### config.mk
export PLATFORM = sky130hd
export DESIGN_NAME = baud_gen_frac
export DESIGN_NICKNAME = d
export VERILOG_FILES = /design/src/rtl/uart_pkg.sv /design/src/rtl/baud_frac_acc.sv /design/src/rtl/baud_gen_frac.sv
export SDC_FILE = /design/constraint.sdc
export NUM_CORES = 1
export LEC_CHECK = 0
export ABC_AREA = 0
export BUFFER_PORTS_ARGS = -buffer_cell sky130_fd_sc_hd__clkbuf_2
export CAP_MARGIN = 20
export CORE_ASPECT_RATIO = 0.7
export CORE_MARGIN = 1.5
export CORE_UTILIZATION = 50
export CTS_CLUSTER_DIAMETER = 100
export DETAILED_ROUTE_END_ITERATION = 8
export HOLD_SLACK_MARGIN = 0.08
export PLACE_DENSITY = 0.73
export SETUP_SLACK_MARGIN = 0.5
export SLEW_MARGIN = 25
export SYNTH_ARGS = -nofsm -noshare
export SYNTH_HDL_FRONTEND = slang
export SYNTH_SLANG_ARGS = --single-unit
### constraint.sdc
create_clock -name clk -period 4.6 [get_ports clk]
set_input_delay 0.23 -clock clk [delete_from_list [all_inputs] [get_ports clk]]
set_output_delay 0.23 -clock clk [all_outputs]
set_load 0.02 [all_outputs]
### src/rtl/uart_pkg.sv
// -----------------------------------------------------------------------------
// uart_pkg
//
// Shared definitions for the UART path: oversampling-ratio encodings, the
// default divisor widths and reset divisor, the baud configuration record used
// by the CSR block, and a helper that maps the OSR select onto the last phase
// index.
//
// Contents:
//   DIV_W_DEF / FRAC_W_DEF : default integer / fractional divisor widths
//   DIV_RST_DEF            : integer divisor after reset (27 MHz, 115200, 16x)
//   OSR16 / OSR8           : osr_sel encodings
//   baud_cfg_t             : {div_int, div_frac, osr} at the default widths
//   osr_last()             : OSR-1 for a given osr_sel value
// -----------------------------------------------------------------------------
package uart_pkg;

    localparam int DIV_W_DEF   = 16;
    localparam int FRAC_W_DEF  = 4;
    localparam int DIV_RST_DEF = 15;

    localparam logic OSR16 = 1'b0;
    localparam logic OSR8  = 1'b1;

    // Configuration record as seen by the CSR block. Modules with non-default
    // widths declare a parameterised copy with the same field order.
    typedef struct packed {
        logic [DIV_W_DEF-1:0]  div_int;
        logic [FRAC_W_DEF-1:0] div_frac;
        logic                  osr;
    } baud_cfg_t;

    // Highest phase index for the selected oversampling ratio.
    function automatic logic [3:0] osr_last(input logic osr);
        return (osr == OSR8) ? 4'd7 : 4'd15;
    endfunction

endpackage

### src/rtl/baud_frac_acc.sv
// -----------------------------------------------------------------------------
// baud_frac_acc
//
// Fractional phase accumulator for the baud generator. Each oversample
// interval adds the fractional divisor to the accumulator; a carry out
// stretches that interval by one clock so the long-run average period is
// exactly int + frac/2^FRAC_W.
//
// The accumulator holds the value from before the current interval; its sum
// with the fraction decides the current interval length and is committed when
// the interval ends.
//
// Only built when BAUD_GEN_FRAC_EN is defined.
//
// Ports:
//   clk      in            system clock
//   rst      in            asynchronous active-high reset
//   i_clear  in            synchronous clear of the accumulator
//   i_adv    in            current interval ends this cycle, commit the sum
//   i_int    in  [DIV_W]   active integer divisor
//   i_frac   in  [FRAC_W]  active fractional divisor
//   o_last   out [DIV_W]   terminal count of the current interval (P-1)
// -----------------------------------------------------------------------------
`ifdef BAUD_GEN_FRAC_EN
module baud_frac_acc
    import uart_pkg::*;
#(
    parameter int DIV_W  = DIV_W_DEF,
    parameter int FRAC_W = FRAC_W_DEF
) (
    input  logic              clk,
    input  logic              rst,
    input  logic              i_clear,
    input  logic              i_adv,
    input  logic [DIV_W-1:0]  i_int,
    input  logic [FRAC_W-1:0] i_frac,
    output logic [DIV_W-1:0]  o_last
);

    logic [FRAC_W-1:0] r_acc;
    logic [FRAC_W:0]   w_sum;

    assign w_sum = {1'b0, r_acc} + {1'b0, i_frac};

    // P-1 = int - 1 + carry; the caller ignores this when int is zero.
    assign o_last = i_int - DIV_W'(1) + DIV_W'(w_sum[FRAC_W]);

    always_ff @(posedge clk or posedge rst) begin
        if (rst) begin
            r_acc <= '0;
        end else if (i_clear) begin
            r_acc <= '0;
        end else if (i_adv) begin
            r_acc <= w_sum[FRAC_W-1:0];
        end
    end

endmodule
`endif

### src/rtl/baud_gen_frac.sv
// -----------------------------------------------------------------------------
// baud_gen_frac
//
// Fractional-divisor oversampling baud tick generator. Produces a one-cycle
// oversample tick (16x or 8x the bit rate) and a one-cycle bit_tick on the
// last oversample of each bit. The divisor is int + frac/2^FRAC_W clocks per
// oversample tick.
//
// New settings are written to a shadow register by cfg_load and moved into
// the active configuration only at a safe point: at the end of the current
// interval, immediately while disabled, or immediately when the active integer
// divisor is zero (generator stalled). cfg_ack pulses the cycle after the
// move.
//
// phase counts ticks modulo OSR and updates together with tick, so the tick
// that carries bit_tick shows phase 0.
//
// Build option:
//   BAUD_GEN_FRAC_EN  defined   : fractional accumulator present
//                     undefined : div_frac ignored, interval = div_int exactly
//
// Ports:
//   clk          in            system clock
//   rst          in            asynchronous active-high reset
//   en           in            generator enable
//   div_int      in  [DIV_W]   requested integer divisor
//   div_frac     in  [FRAC_W]  requested fractional divisor
//   osr_sel      in            0 = 16x, 1 = 8x oversampling
//   cfg_load     in            strobe: capture div_int/div_frac/osr_sel
//   cfg_pending  out           shadow holds an unapplied configuration
//   cfg_ack      out           pulse: new configuration became active
//   tick         out           oversample tick
//   bit_tick     out           bit-period tick
//   phase        out [4]       oversample phase index
// -----------------------------------------------------------------------------
module baud_gen_frac
    import uart_pkg::*;
#(
    parameter int DIV_W   = DIV_W_DEF,
    parameter int FRAC_W  = FRAC_W_DEF,
    parameter int DIV_RST = DIV_RST_DEF
) (
    input  logic              clk,
    input  logic              rst,
    input  logic              en,
    input  logic [DIV_W-1:0]  div_int,
    input  logic [FRAC_W-1:0] div_frac,
    input  logic              osr_sel,
    input  logic              cfg_load,
    output logic              cfg_pending,
    output logic              cfg_ack,
    output logic              tick,
    output logic              bit_tick,
    output logic [3:0]        phase
);

    // Width-parameterised form of uart_pkg::baud_cfg_t.
    typedef struct packed {
        logic [DIV_W-1:0]  div_int;
        logic [FRAC_W-1:0] div_frac;
        logic              osr;
    } cfg_t;

    localparam cfg_t CFG_RST = '{DIV_W'(DIV_RST), {FRAC_W{1'b0}}, OSR16};

    cfg_t             r_active;
    cfg_t             r_shadow;
    logic             r_pending;
    logic             r_ack;
    logic [DIV_W-1:0] r_cnt;
    logic [3:0]       r_phase;
    logic             r_tick;
    logic             r_bit_tick;

    cfg_t             w_cfg_in;
    logic [DIV_W-1:0] w_last;
    logic             w_valid;
    logic             w_end;
    logic             w_apply;
    logic             w_clear;
    logic [3:0]       w_osr_last;

`ifdef BAUD_GEN_FRAC_EN
    assign w_cfg_in = '{div_int, div_frac, osr_sel};

    baud_frac_acc #(
        .DIV_W  (DIV_W),
        .FRAC_W (FRAC_W)
    ) u_frac_acc (
        .clk     (clk),
        .rst     (rst),
        .i_clear (w_clear),
        .i_adv   (w_end),
        .i_int   (r_active.div_int),
        .i_frac  (r_active.div_frac),
        .o_last  (w_last)
    );
`else
    // Fraction is dropped at capture so its flops reduce to constants.
    assign w_cfg_in = '{div_int, {FRAC_W{1'b0}}, osr_sel};
    assign w_last   = r_active.div_int - DIV_W'(1);

    logic w_unused;
    assign w_unused = ^{div_frac, r_active.div_frac};
`endif

    // A zero integer divisor stalls the generator rather than wrapping w_last.
    assign w_valid    = |r_active.div_int;
    assign w_end      = en & w_valid & (r_cnt == w_last);
    assign w_osr_last = osr_last(r_active.osr);

    // Safe points for swapping in the shadow: disabled, stalled, or the
    // current interval is ending (its tick still goes out next cycle).
    assign w_apply = r_pending & (~en | ~w_valid | w_end);
    assign w_clear = ~en | ~w_valid | w_apply;

    // Shadow capture, pending flag and active configuration. A load in the
    // same cycle as an apply refills the shadow and keeps pending set, while
    // the apply itself takes the previous shadow contents.
    always_ff @(posedge clk or posedge rst) begin
        if (rst) begin
            r_active  <= CFG_RST;
            r_shadow  <= '0;
            r_pending <= 1'b0;
            r_ack     <= 1'b0;
        end else begin
            r_ack <= w_apply;
            if (w_apply) begin
                r_active <= r_shadow;
            end
            if (cfg_load) begin
                r_shadow  <= w_cfg_in;
                r_pending <= 1'b1;
            end else if (w_apply) begin
                r_pending <= 1'b0;
            end
        end
    end

    // Interval counter: runs 0..P-1, restarts at the end of each interval.
    always_ff @(posedge clk or posedge rst) begin
        if (rst) begin
            r_cnt <= '0;
        end else if (w_clear || w_end) begin
            r_cnt <= '0;
        end else begin
            r_cnt <= r_cnt + DIV_W'(1);
        end
    end

    // Tick, bit tick and phase are registered off the interval end. On an
    // apply the phase restarts but the tick of the finished interval stays.
    always_ff @(posedge clk or posedge rst) begin
        if (rst) begin
            r_tick     <= 1'b0;
            r_bit_tick <= 1'b0;
            r_phase    <= '0;
        end else begin
            r_tick     <= w_end;
            r_bit_tick <= w_end & (r_phase == w_osr_last);
            if (w_clear) begin
                r_phase <= '0;
            end else if (w_end) begin
                r_phase <= (r_phase == w_osr_last) ? 4'd0 : r_phase + 4'd1;
            end
        end
    end

    assign cfg_pending = r_pending;
    assign cfg_ack     = r_ack;
    assign tick        = r_tick;
    assign bit_tick    = r_bit_tick;
    assign phase       = r_phase;

endmodule

**After elaboration in Yosys (flattened, before gate mapping)**

Index checks and enable logic that the tools add are counted.

- Register bits after elaboration: 58
- Input port bits: 25

- Bitwise gates (word level): 9
- Eq/ne operators: 2
- Reductions and logical operators: 4
- $add $sub $neg: 3
- Muxes and demuxes: 7

Operators with widths:

| kind | count |
|---|---|
| $add 16x1->16 const B | 1 |
| $eq 16x16->1 | 1 |
| $mux 16 | 1 |
| $mux 4 | 4 |
| $reduce_or 16->1 | 1 |
| $sub 16x1->16 const B | 1 |
| $add 4x1->4 const B | 1 |
| $and 1x1->1 | 4 |
| $eq 4x4->1 | 1 |
| $reduce_bool 2->1 | 2 |
| $or 1x1->1 | 3 |
| $mux 1 | 2 |
| $not 1->1 | 2 |
| $logic_or 1x1->1 | 1 |

**Logic depth before layout (Yosys ltp)**

- Depth in word-level cells: 8
- Mapped depth: 11

**Worst setup path before layout**

Ideal clock, no wire load.

- Kind: reg-to-reg
- From: reg r_active[5] (netlist name)
- To: reg r_active[10] (netlist name)
- Slack: 1.756 ns
- Required time: 4.478 ns
- Setup time: 0.122 ns
- Arrival time: 2.722 ns
- Path buffers: 1
- Stages on the path, launching flop included: 10
- Path through: dfstp_2 inv_1 ha_1 xnor2_1 or4_4 nor3_4 nand4_4 a221o_1 buf_6 a32o_1

- Longest elaborated chain between the ends: 5

RTL lines:

| element | line | text |
|---|---|---|
| start: declaration | baud_gen_frac.sv:66 | `cfg_t r_active;` |
| start signal: assignment | baud_gen_frac.sv:129 | `r_active <= r_shadow;` |
| $sub 16x1->16 / $reduce_or 16->1 (equally long branches) | baud_gen_frac.sv:101, baud_gen_frac.sv:108 |  |
| $eq 16x16->1, or another cell as far along | baud_gen_frac.sv:109 | `assign w_end = en & w_valid & (r_cnt == w_last);` |
| $and 1x1->1 / $or 1x1->1 (equally long branches) | baud_gen_frac.sv:109, baud_gen_frac.sv:114 |  |
| $or 1x1->1 * | baud_gen_frac.sv:114 | `assign w_apply = r_pending & (~en \| ~w_valid \| w_end);` |
| $and 1x1->1 * | baud_gen_frac.sv:114 |  |

Mark *: on every way between the ends. The rest lies on a longest branch, timed or not.
A chain may end at the register's enable or synchronous reset.

**Worst setup path after layout**

- From: reg r_active[5] (netlist name)
- To: reg r_active[12] (netlist name)

Same word-level chain as after synthesis.

==> out/qor.yml <==
overflow: 0
syn2layout_area_growth_pct: 14.0
synth.cell_area_um2: 3060
p_int_mw: 1.01
hold_path.class: "in -> reg"
cts_made_buffers: 9
grt_pass1_vias: 2106
ys_types: 51
cts_setup_buffers: 0
cts_resized: 0
utilization_pct: 59.9
ios: 33
synth_area_leader_cell: "dfrtp_1"
pwr-share-clk_pct: 38.1
num_rows: 23
vias: 2219
nNetsFinal: 338
synth_common_cells: "dfrtp_1, nor2_1, nand2_1, xnor2_1, mux2_2"
antenna_found_initial: 0
power_frac_comb_pct: 15.7
fin_cells: 389
gp_congestion: 0.902
slew_headroom_pct: 49.2
seq_area_um2: 1460
start_kind: "flip-flop"
clk_path_buf_depth: 2
tightest_slew_ns: 0.762
layout-drive-gt1-share_pct: 24.8
dieWidth_um: 96.4
layout_setup_ws_ns: 1.41
io_buffers: 28
rsz0062_at_grt: "false"
dr.pass1.iters: 4
worstSetupPathType: "reg -> reg"
via_per_inst: 5.70
max_freq_mhz: 314
crit_required_ns: 4.87
power.total_mw: 1.40
end_kind: "flip-flop"
tritoncts: "built"
diodes: 0
post-route-min-period_ns: 3.19
holdBufCountCts: 1
grt_max_degree: 59
drv_slew: 0
syn_inst: 280
die-area_um2: 6600
dp_hpwl_um: 4460
post_drt_wl_per_cell_um: 16.1
async_flop_share_pct: 100
ant_nets: 0
switching_power_mw: 0.389
yosysTopAreaCellShare_pct: 44.2
p_per_area_nw_per_um2: 401
yosysMostFrequentCell: "dfrtp_1"
syn-num-nets: 309
synthFlopType: "dfrtp_1"
clock_skew_ns: 0.0114
cts-root-buf: "clkbuf_8"
clk_pin_slew_worst_paths_ns: 0.07
maxCapViolCount: 0
worst-path-max-fanout: 18
switching_share_pct: 27.8
hold_viol: 0
grt_pass1_wl_um: 10700
dr.first_iter.drc_count: 124
pwr-share-seq_pct: 46.2
placedCellCount: 372
setup_viol: 0
run_status: "finished, final reports clean"
synth_area_leaders: "dfrtp_1, mux2_2, xnor2_1"
syn_area_per_cell_um2: 10.9
yosysWarnings: 0
arrival_ns: 3.46
synth_edf_count: 0
core_um2: 5810
tns_ns: 0
ys_seq_area_share_pct: 47.7
die_y_um: 68.4
clock-sinks: 58
ys_seq_elements: 58
ir_drop_v: 0.000276
min_period_over_period_pct: 69.3
cts-htree-levels: 3
multiInputGateArea_um2: 1520
initial_core_util_pct: 52.6
p_leak_nw: 1.45
dpl_worst_slack_ns: 1.43
clk_latency_ns: 0.34
nFillCells: 516
grt_usage_pct: 22.5
wirelength_um: 6260
drc_errors: 0
per-stage QoR:
step                hold slack [ns]  cell area [µm²]
finish                        0.118             3480
floorplan                     0.382             3060
CTS                           0.106             3480
detailed placement            0.454             3250
global route                 0.0998             3480
global placement              0.453             3240
final cells by class:
type                            count  area share, %
Clock inverter                      4           2.12
Inverter                            5          0.539
Multi-Input combinational cell    204           43.7
Clock buffer                       12           4.45
Tap cell                           75           2.69
Sequential cell                    58           41.8
Timing Repair Buffer               31           4.74
kinds of logic after synthesis:
family / share of synthesized area [%]
compound gates: 13.9
xor+xnor: 9.75
fa+ha+maj: 1.64
buf+inv: 2.78
flops: 47.7
mux: 6.92
simple gates: 17.3
registers in the layout, indices dropped and copies added (netlist names):
name / flops
r_active: 17
tick: 1
phase: 4
r_cnt: 16
cfg_pending: 1
r_shadow: 17
cfg_ack: 1
bit_tick: 1
power groups by stage:
stage                     logic (mW)  registers, mW  clock network, mW
after global routing           0.244          0.656              0.572
after detailed placement       0.219          0.655                  0
after CTS                      0.221          0.645              0.546
final                          0.219          0.647              0.532
after floorplan                0.195          0.621                  0
after global placement         0.211          0.651                  0
critical path, cell delays in order, from the launching register on:
cell,delay [ns]
dfstp_2,0.62
inv_1,0.09
ha_1,0.32
xnor2_1,0.13
or4_4,0.54
nor3_4,0.22
nand4_4,0.21
o21ai_2,0.45
buf_4,0.33
a32o_1,0.20
final timing paths:
check                             start           end  slack [ns]  cells after the start
min reg2reg                r_shadow[17]  r_shadow[17]        0.51                      1
min                             osr_sel   r_shadow[0]        0.12                      2
max                         r_active[5]  r_active[12]        1.41                      9
min in group asynchronous           rst   r_shadow[0]        0.61                      4
max in group asynchronous           rst  r_active[11]        3.49                      4
max reg2reg                 r_active[5]  r_active[12]        1.41                      9
placed cells by master (no fill, tap or decap), drive strengths merged, types with 6 or more instances in the layout:
master   n
clkbuf  40
a32o    13
a21oi    6
o211ai   8
nor2    30
dfrtp   54
nand2   19
o21ai    6
xnor2   19
mux2    17
nand4    6
nand3   10
xor2    15
layer usage:
layer  track usage (%)  share of wire (%)  up-vias
met4              5.98               0.74        0
met1              34.0                 52     1084
met3              6.89                4.2        4
met5                 0                  0        -
met2              30.9                 43       46
li1                  -                  -     1085
Power figures use the tool's default switching activity.
